[src/rtl/ddr_ctl1_sequencer_pkg.sv]
// DdrCtl1 opcode constants and sequencer state encoding shared across the slice.
package ddr_ctl1_sequencer_pkg;

  localparam logic [3:0] OP_NOP = 4'h0;
  localparam logic [3:0] OP_LA0 = 4'h1;
  localparam logic [3:0] OP_LA1 = 4'h2;
  localparam logic [3:0] OP_LA2 = 4'h3;
  localparam logic [3:0] OP_LA3 = 4'h4;
  localparam logic [3:0] OP_LD0 = 4'h5;
  localparam logic [3:0] OP_LD1 = 4'h6;
  localparam logic [3:0] OP_LD2 = 4'h7;
  localparam logic [3:0] OP_LD3 = 4'h8;
  localparam logic [3:0] OP_WRP = 4'h9;
  localparam logic [3:0] OP_RDP = 4'hA;

  typedef enum logic [2:0] {
    S_IDLE,
    S_LOAD_A,
    S_LOAD_D,
    S_ISSUE,
    S_WAIT_BUSY,
    S_WAIT_DONE,
    S_RESP
  } state_e;

  function automatic logic [7:0] byte_of(input logic [31:0] word, input logic [1:0] n);
    return word[{n, 3'b000} +: 8];
  endfunction

endpackage

[src/rtl/ddr_ctl1_sequencer_if.sv]
// Page request/response handshake between a requester and the DdrCtl1 sequencer.
interface ddr_ctl1_sequencer_if;
  logic        req_valid;
  logic        req_ready;
  logic        req_write;
  logic [31:0] req_addr;
  logic [31:0] req_data;
  logic        rsp_valid;
  logic [31:0] rsp_data;

  modport master (
    output req_valid, req_write, req_addr, req_data,
    input  req_ready, rsp_valid, rsp_data
  );

  modport slave (
    input  req_valid, req_write, req_addr, req_data,
    output req_ready, rsp_valid, rsp_data
  );
endinterface

[src/rtl/ddr_ctl1_addr_cache.sv]
// Shadow of the address bytes last loaded into DdrCtl1; flags bytes that must be reloaded
// and finds the first such byte at or above a start index (combinational lookup).
module ddr_ctl1_addr_cache #(
  parameter bit SKIP = 1'b1
) (
  input  logic        clock,
  input  logic        reset,
  input  logic [31:0] cmp_addr,
  input  logic [1:0]  from_idx,
  input  logic        wr_en,
  input  logic [1:0]  wr_idx,
  output logic [3:0]  differs,
  output logic [1:0]  first_idx,
  output logic        any_diff
);
  import ddr_ctl1_sequencer_pkg::*;

  logic [31:0] bytes_q;
  logic        valid_q;
  logic [3:0]  masked;

  always_ff @(posedge clock) begin
    if (reset) begin
      bytes_q <= '0;
      valid_q <= 1'b0;
    end else if (wr_en) begin
      bytes_q[{wr_idx, 3'b000} +: 8] <= byte_of(cmp_addr, wr_idx);
      // an invalid cache forces all four loads, so LA3 completes the first full load
      if (wr_idx == 2'd3) valid_q <= 1'b1;
    end
  end

  always_comb begin
    differs   = '0;
    first_idx = '0;
    for (int i = 0; i < 4; i++) begin
      differs[i] = !valid_q || !SKIP ||
                   (byte_of(bytes_q, 2'(i)) != byte_of(cmp_addr, 2'(i)));
    end
    masked   = differs & (4'b1111 << from_idx);
    any_diff = |masked;
    for (int i = 3; i >= 0; i--) begin
      if (masked[i]) first_idx = 2'(i);
    end
  end

endmodule

[src/rtl/ddr_ctl1_sequencer.sv]
// Expands whole-page requests into the DdrCtl1 LA/LD/WRP/RDP stream, paced by ctl_ready.
// First instruction the cycle after accept; req_ready only in IDLE, one request in flight.
module ddr_ctl1_sequencer #(
  parameter bit SKIP_REDUNDANT_LA = 1'b1,
  parameter int BUSY_WAIT         = 4
) (
  input  logic                 clock,
  input  logic                 reset,
  ddr_ctl1_sequencer_if.slave  host,
  output logic [11:0]          ctl_inst,
  output logic                 ctl_inst_en,
  input  logic [31:0]          ctl_page,
  input  logic                 ctl_ready
);
  import ddr_ctl1_sequencer_pkg::*;

  state_e      state_q, state_d;
  logic        wr_q;
  logic [31:0] addr_q;
  logic [31:0] data_q;
  logic [1:0]  idx_q;
  logic [7:0]  cnt_q;
  logic [31:0] rsp_hold_q;

  logic        in_idle;
  logic [3:0]  differs;
  logic [1:0]  first_idx;
  logic        any_diff;
  logic        more_la;
  logic        la_fire;

  assign in_idle = (state_q == S_IDLE);
  assign la_fire = (state_q == S_LOAD_A) && ctl_ready && !reset;
  // bytes above the one being emitted now; writing the cache never touches them
  assign more_la = |(differs & (4'b1110 << first_idx));

  ddr_ctl1_addr_cache #(.SKIP(SKIP_REDUNDANT_LA)) u_cache (
    .clock     (clock),
    .reset     (reset),
    .cmp_addr  (in_idle ? host.req_addr : addr_q),
    .from_idx  (in_idle ? 2'd0 : idx_q),
    .wr_en     (la_fire),
    .wr_idx    (first_idx),
    .differs   (differs),
    .first_idx (first_idx),
    .any_diff  (any_diff)
  );

  always_ff @(posedge clock) begin
    if (reset) begin
      state_q    <= S_IDLE;
      wr_q       <= 1'b0;
      addr_q     <= '0;
      data_q     <= '0;
      idx_q      <= '0;
      cnt_q      <= '0;
      rsp_hold_q <= '0;
    end else begin
      state_q <= state_d;
      case (state_q)
        S_IDLE: if (host.req_valid) begin
          wr_q   <= host.req_write;
          addr_q <= host.req_addr;
          data_q <= host.req_data;
          idx_q  <= '0;
        end
        S_LOAD_A:    if (ctl_ready) idx_q <= more_la ? first_idx + 2'd1 : 2'd0;
        S_LOAD_D:    if (ctl_ready) idx_q <= idx_q + 2'd1;
        S_ISSUE:     cnt_q <= '0;
        S_WAIT_BUSY: cnt_q <= cnt_q + 8'd1;
        S_RESP:      if (!wr_q) rsp_hold_q <= ctl_page;
        default:     ;
      endcase
    end
  end

  always_comb begin
    state_d        = state_q;
    ctl_inst       = {OP_NOP, 8'h00};
    ctl_inst_en    = 1'b0;
    host.req_ready = 1'b0;
    host.rsp_valid = 1'b0;
    case (state_q)
      S_IDLE: begin
        host.req_ready = 1'b1;
        if (host.req_valid)
          state_d = any_diff ? S_LOAD_A : (host.req_write ? S_LOAD_D : S_ISSUE);
      end
      S_LOAD_A: if (ctl_ready) begin
        ctl_inst    = {OP_LA0 + {2'b00, first_idx}, byte_of(addr_q, first_idx)};
        ctl_inst_en = 1'b1;
        if (!more_la) state_d = wr_q ? S_LOAD_D : S_ISSUE;
      end
      S_LOAD_D: if (ctl_ready) begin
        ctl_inst    = {OP_LD0 + {2'b00, idx_q}, byte_of(data_q, idx_q)};
        ctl_inst_en = 1'b1;
        if (idx_q == 2'd3) state_d = S_ISSUE;
      end
      S_ISSUE: if (ctl_ready) begin
        ctl_inst    = {wr_q ? OP_WRP : OP_RDP, 8'h00};
        ctl_inst_en = 1'b1;
        state_d     = S_WAIT_BUSY;
      end
      // a controller that never shows busy is assumed to have started after BUSY_WAIT cycles
      S_WAIT_BUSY: if (!ctl_ready || cnt_q == 8'(BUSY_WAIT - 1)) state_d = S_WAIT_DONE;
      S_WAIT_DONE: if (ctl_ready) state_d = S_RESP;
      S_RESP: begin
        host.rsp_valid = 1'b1;
        state_d        = S_IDLE;
      end
      default: state_d = S_IDLE;
    endcase
    if (reset) begin
      ctl_inst       = {OP_NOP, 8'h00};
      ctl_inst_en    = 1'b0;
      host.req_ready = 1'b0;
      host.rsp_valid = 1'b0;
    end
  end

  always_comb begin
    if (reset)                                  host.rsp_data = '0;
    else if (state_q == S_RESP && !wr_q)        host.rsp_data = ctl_page;
    else                                        host.rsp_data = rsp_hold_q;
  end

endmodule

[src/flat_wrapper.sv]
// flat-port wrapper written by rule: the top's interface ports become plain ports
module ddr_ctl1_sequencer_flat import ddr_ctl1_sequencer_pkg::*;
#(
  parameter bit SKIP_REDUNDANT_LA = 1'b1,
  parameter int BUSY_WAIT         = 4
)
  (clock, reset, ctl_inst, ctl_inst_en, ctl_page, ctl_ready, host_req_valid, host_req_write, host_req_addr, host_req_data, host_req_ready, host_rsp_valid, host_rsp_data);
  ddr_ctl1_sequencer_if host_i ();
  input  logic clock;
  input  logic reset;
  output logic [11:0] ctl_inst;
  output logic ctl_inst_en;
  input  logic [31:0] ctl_page;
  input  logic ctl_ready;
  input wire logic [$bits(host_i.req_valid)-1:0] host_req_valid;
  input wire logic [$bits(host_i.req_write)-1:0] host_req_write;
  input wire logic [$bits(host_i.req_addr)-1:0] host_req_addr;
  input wire logic [$bits(host_i.req_data)-1:0] host_req_data;
  output wire logic [$bits(host_i.req_ready)-1:0] host_req_ready;
  output wire logic [$bits(host_i.rsp_valid)-1:0] host_rsp_valid;
  output wire logic [$bits(host_i.rsp_data)-1:0] host_rsp_data;
  assign host_i.req_valid = host_req_valid;
  assign host_i.req_write = host_req_write;
  assign host_i.req_addr = host_req_addr;
  assign host_i.req_data = host_req_data;
  assign host_req_ready = host_i.req_ready;
  assign host_rsp_valid = host_i.rsp_valid;
  assign host_rsp_data = host_i.rsp_data;
  ddr_ctl1_sequencer #(.SKIP_REDUNDANT_LA(SKIP_REDUNDANT_LA), .BUSY_WAIT(BUSY_WAIT)) u_core (.clock(clock), .reset(reset), .host(host_i), .ctl_inst(ctl_inst), .ctl_inst_en(ctl_inst_en), .ctl_page(ctl_page), .ctl_ready(ctl_ready));
endmodule
[config.mk]
export PLATFORM = sky130hd
export DESIGN_NAME = ddr_ctl1_sequencer_flat
export DESIGN_NICKNAME = d
export VERILOG_FILES = /design/src/rtl/ddr_ctl1_sequencer_pkg.sv /design/src/rtl/ddr_ctl1_sequencer_if.sv /design/src/rtl/ddr_ctl1_addr_cache.sv /design/src/rtl/ddr_ctl1_sequencer.sv /design/src/flat_wrapper.sv
export SDC_FILE = /design/constraint.sdc
export NUM_CORES = 1
export LEC_CHECK = 0
export BUFFER_PORTS_ARGS = -buffer_cell sky130_fd_sc_hd__buf_4
export CAP_MARGIN = 20
export CORE_ASPECT_RATIO = 2
export CORE_MARGIN = 2
export CORE_UTILIZATION = 51
export DETAILED_ROUTE_END_ITERATION = 10
export GPL_TIMING_DRIVEN = 1
export MAX_ROUTING_LAYER = met4
export PLACE_DENSITY = 0.74
export SLEW_MARGIN = 10
export SYNTH_ARGS = -nofsm -noshare
export SYNTH_HDL_FRONTEND = slang
export SYNTH_SLANG_ARGS = --single-unit
[constraint.sdc]
create_clock -name clock -period 5.6 [get_ports clock]
set_clock_uncertainty 0.15 [all_clocks]
set_input_delay 0.84 -clock clock [delete_from_list [all_inputs] [get_ports clock]]
set_output_delay 0.84 -clock clock [all_outputs]
set_load 0.02 [all_outputs]
Yosys cells after proc, flatten, opt, wreduce, memory -nomap -nowiden
Cells that the tools add are included.

storage, ports and cells
  register bits after elaboration = 143
  input port bits = 101
  logic and storage cells = 109

cells by class
  $add $sub $neg = 6
  eq/ne operators = 21
  shift operators = 7
  mux-type cells = 40
  bitwise operators = 3
  reduce and logical (&&, ||, !) cells = 23

operators by type and width
  operator                                               number
  two-way mux 32 bit                                     3
  indexed part select 32 x 6 -> 8 bit                    3
  two-way mux 12 bit                                     4
  case mux 12 bit (3 select lines)                       1
  bitwise mux 32 bit                                     1
  inequality test 8 bit                                  4
  variable shift 8 x 7 -> 32 bit (first input constant)  1
  indexed part select 8 x 7 -> 32 bit                    1
  two-way mux 3 bit                                      9
  two-way mux 2 bit                                      10
  case mux 3 bit (6 select lines)                        1
  case mux 8 bit (2 select lines)                        1
  inequality test 2 bit (second input constant)          6
  equality test 3 bit (second input constant)            3
  two-way mux 1 bit                                      9
  adder 8 x 1 -> 8 bit (second input constant)           1
  bitwise AND 4 bit                                      2
  equality test 8 x 2 -> 1 bit (second input constant)   1
  AND reduction 8 bit                                    1
  OR reduction 4 bit                                     2
  << shifter 4 x 2 -> 4 bit (first input constant)       2
  negation 5 -> 7 bit                                    1
  equality test 3 x 2 -> 1 bit (second input constant)   2
  case mux 2 bit (3 select lines)                        1
  16 further kinds                                       30

Longest topological paths before layout
  word-level depth = 15
  gate-level depth with buffers = 16
  depth with buffers taken out = 12

Modules after synthesis
Synthesis repeated with hierarchy kept, for this count alone.

second synthesis, totals
  cells, all modules = 857
  area total of the unflattened synthesis = 7245.7 um2

modules (own cells, without submodules)
  module               instances  cells each  area each (um2)  seq. area each (um2)
  ddr_ctl1_sequencer   1          664         5313.8           2202.1
  ddr_ctl1_addr_cache  1          193         1931.9           660.6

Least setup slack after synthesis
No wires, ideal clock.

  path kind = in2out
  start = input port host_req_addr[2]
  end = output port ctl_inst[9]
  data arrival time = 3483 ps
  required time = 4610 ps
  path slack = 1127 ps
  cell stages on the path = 12
  buffers on the path = 2
  cell sequence = xnor2_1 > o221ai_1 > a221o_1 > or4_1 > o31a_1 > a221oi_2 > buf_6 > buf_4 > ha_1 > mux2i_1 > nand2_1 > a21oi_1

on the way
  longest elaborated chain between the ends = 9

ends and longest elaborated chain
  element                           RTL line                   RTL
  start: declaration                flat_wrapper.sv:17         input wire logic [$bits(host_i.req_addr)-1:0] host_req_addr;
  two-way mux 32 bit                ddr_ctl1_sequencer.sv:40   .cmp_addr (in_idle ? host.req_addr : addr_q),
  inequality test 8 bit             ddr_ctl1_addr_cache.sv:38  (byte_of(bytes_q, 2'(i)) != byte_of(cmp_addr, 2'(i)));
  logical OR 1 bit                  ddr_ctl1_addr_cache.sv:37  differs[i] = !valid_q || !SKIP ||
  bitwise AND 4 bit                 ddr_ctl1_addr_cache.sv:40  masked = differs & (4'b1111 << from_idx);
  two-way mux 2 bit                 ddr_ctl1_addr_cache.sv:43  if (masked[i]) first_idx = 2'(i);
  adder 1 x 2 -> 3 bit              ddr_ctl1_sequencer.sv:90   ctl_inst = {OP_LA0 + {2'b00, first_idx}, byte_of(addr_q, first_idx)};
  two-way mux 12 bit                ddr_ctl1_sequencer.sv:89   S_LOAD_A: if (ctl_ready) begin
  case mux 12 bit (3 select lines)  ddr_ctl1_sequencer.sv:83   case (state_q)
  two-way mux 12 bit                ddr_ctl1_sequencer.sv:113  if (reset) begin
  end: declaration                  flat_wrapper.sv:11         output logic [11:0] ctl_inst;

No other way between the ends.

Worst setup path after layout
  start = register u_core.state_q[0]
  end = output port ctl_inst[1]

on the way
  longest elaborated chain between the ends = 13
  elaborated cells between the ends (all ways) = 24

ends and longest elaborated chain
  element                              RTL line                      RTL
  start: declaration                   ddr_ctl1_sequencer.sv:17      state_e state_q, state_d;
  start signal: assignment             ddr_ctl1_sequencer.sv:59      state_q <= state_d;
  logical NOT 3 bit                    ddr_ctl1_sequencer.sv:32      assign in_idle = (state_q == S_IDLE);
  two-way mux 32 bit                   ddr_ctl1_sequencer.sv:40
  inequality test 8 bit                ddr_ctl1_addr_cache.sv:38
  logical OR 1 bit                     ddr_ctl1_addr_cache.sv:37
  bitwise AND 4 bit                    ddr_ctl1_addr_cache.sv:40
  two-way mux 2 bit (4 in series)      ddr_ctl1_addr_cache.sv:43
  indexed part select 32 x 6 -> 8 bit  ddr_ctl1_sequencer_pkg.sv:27  return word[{n, 3'b000} +: 8];
  two-way mux 12 bit                   ddr_ctl1_sequencer.sv:89
  case mux 12 bit (3 select lines) *   ddr_ctl1_sequencer.sv:83
  two-way mux 12 bit *                 ddr_ctl1_sequencer.sv:113

Every way passes the cells marked *; elsewhere a longest branch is shown, timed or not.

==> reports/metrics.yaml <==
synth_area_um2: 7380
fp.dieW_um: 89.0
drc: 0
grt.busiest_layer: "met2"
cts-root-buf: "clkbuf_16"
yosysUniqueCellTypes: 63
final.setup.tns_ps: 0
post-cts-setup-buffer-count: 0
antennaDiodeCount: 0
seqPwrFrac_pct: 35.9
fin_crit_sh_pct: 96.9
avgSynthCellArea_um2: 8.04
fin_crit_ps: 5430
worst_pin_slew_ps: 941
pin_count: 148
grt_pass1_wl_mm: 34.4
multi_input_area_um2: 4160
setup.worst_path.class: "reg -> out"
hold_viol: 0
r2r_slack_ps: 1100
hold_path.class: "reg -> reg"
relSlewSlack_pct: 37.0
regArea_um2: 2860
crit_fanout: 38
gp_congestion: 0.917
htreeDepth: 4
p_int_w: 0.00212
arrival_ps: 4440
pwr-share-comb_pct: 30.2
maxCapViolCount: 0
p_switching_w: 0.00118
slew_viol_final: 0
post_cts_resized: 0
worst_setup_path_start_kind: "flip-flop"
synthesis.nets: 1026
ys_seq_area_share_pct: 38.8
via_per_inst: 5.80
rsz0062_at_grt: "no"
synth_edf_count: 0
avgRoutedWirePerCell_um: 17.6
grt_overflow: 0
first_pass_iters: 6
drive_gt1_share_pct: 20.9
worstSetupEndpointType: "primary output"
setup_slack_ps: 175
coreArea_um2: 14300
cts_tree: "yes"
dpl-instance-area_um2: 8620
timing.fmax_mhz: 184
power_density_nw_per_um2: 359
clockPowerShare_pct: 34.0
via_count: 7197
ant_nets: 0
grt_max_degree: 80
ctsLongestPathBuffers: 2
hpwl_mm: 15.4
grt_pass1_vias: 7031
grt_usage_pct: 29.2
fillers: 1330
path_clk_slew_ps: 60
cts.sinks: 143
mostFrequentLayoutCell: "nand2_1"
final_cell_mix: "nand2_1, a21oi_1, buf_4"
syn_inst: 918
nNetsFinal: 1144
drt_iter0_drc: 326
ctsHoldBuffers: 0
outcome: "finished clean"
synth_warnings: 0
grt_use_met3_pct: 4.46
cts-buffers-inserted: 17
core.rowCount: 62
swShare_pct: 35.7
initial_core_util_pct: 51.7
post-route-cell-area_um2: 9200
dieHeight_um: 174
grt_antenna_before_repair: 0
clkLatencyLatePin_ps: 430
port_buffers: 147
grt_use_met2_pct: 50.6
place_ws_ps: 669
ys_seq_elements: 143
grt_use_met1_pct: 30.6
vdd_ir_drop_max_mv: 0.215
synthArstFlopShare_pct: 0
setup_viol: 0
p_total_w: 0.00330
wirelength_mm: 21.8
die_area_um2: 15500
critical_path_required_ps: 4610
p_leak_nw: 3.63
worst_hold_slack_ps: 303
synth_ff_type: "dfxtp_1"
synthToLayoutAreaGrowth_pct: 24.7
## metrics by stage
| stage | utilization, % | cells |
|---|---|---|
| after global placement | 60.2 | 1208 |
| final | 64.4 | 1241 |
| after global routing | 64.4 | 1241 |
| after CTS | 64.4 | 1241 |
| after detailed placement | 60.4 | 1209 |
| after floorplan | - | 918 |
## power groups by stage
stage | sequential (W) | clock, W | combinational (W)
after floorplan | 0.00118 | 0 | 0.000724
after global placement | 0.00120 | 0 | 0.000971
after detailed placement | 0.00120 | 0 | 0.000987
after CTS | 0.00118 | 0.00112 | 0.000992
after global routing | 0.00119 | 0.00116 | 0.00109
final | 0.00119 | 0.00112 | 0.000996
## sequential cells by signal (all words and copies together) (netlist names)
name                    cells
u_core.addr_q              32
u_core.cnt_q                8
u_core.rsp_hold_q          32
u_core.data_q              32
u_core.state_q              3
u_core.idx_q                2
u_core.u_cache.bytes_q     32
u_core.wr_q                 1
u_core.u_cache.valid_q      1
## final cells by class
type	instances	area share (%)
multi-input combinational	686	45.3
timing repair buffer	161	13.6
sequential	143	31.1
clock inverter	15	1.63
inverter	27	1.10
tap	192	2.61
clock buffer	17	4.63
## path summary, 6_finish.rpt
path                                                  end         startpoint  depth (start not counted)
worst min register to register          u_core.data_q[10]  u_core.data_q[10]                          2
worst max-delay path                          ctl_inst[1]  u_core.state_q[0]                         11
worst max register to register  u_core.u_cache.bytes_q[1]  u_core.state_q[0]                         12
worst min-delay path                    u_core.data_q[10]  u_core.data_q[10]                          2
## routing by layer
metal  part of all wire (%)  vias to the layer above
met3                    4.5                       69
met2                     53                      257
met4                    4.9                        0
met1                     37                     3410
li1                       -                     3461
met5                      0                        -
## worst max-delay path, cell delays in order, from the launching register on
cell and delay, ps:
dfxtp_1 330, buf_4 210, or3_4 510, mux2i_1 160, a221o_1 340, or4_1 470, o31a_1 320, a221oi_4 260
buf_12 310, mux2i_1 600, o221ai_1 260, buf_4 210
## synth_stat cells (all sizes together) (5+ instances only)
| cell | number | share of area (%) |
|---|---|---|
| o22ai | 6 | 0.51 |
| nand2 | 231 | 12 |
| nor2 | 28 | 1.4 |
| inv | 27 | 1.4 |
| clkbuf | 47 | 2.4 |
| ha | 7 | 1.2 |
| nand3 | 10 | 0.68 |
| mux2i | 59 | 8.0 |
| xnor2 | 10 | 1.2 |
| nand2b | 14 | 1.2 |
| xor2 | 11 | 1.3 |
| o221ai | 15 | 1.9 |
| o21ai | 7 | 0.47 |
| a22o | 32 | 3.8 |
| and3 | 5 | 0.42 |
| buf | 15 | 1.3 |
| mux4 | 10 | 3.1 |
| nor3 | 15 | 1.2 |
| dfxtp | 143 | 39 |
| a2111oi | 5 | 0.68 |
| a21oi | 161 | 11 |
## logic make-up (layout without fill, tap and decap cells)
kind of cell / after synthesis / after routing / synth area share [%]
and+or+nand+nor: 332 / 332 / 19.5
AOI/OAI and AO/OA: 255 / 255 / 21.6
DFF: 143 / 143 / 38.8
buffers and inverters: 89 / 220 / 5.04
muxes: 71 / 71 / 11.4
xor gates and xnor gates: 21 / 21 / 2.49
adders and majority gates: 7 / 7 / 1.19
Power figures use the tool's default switching activity.
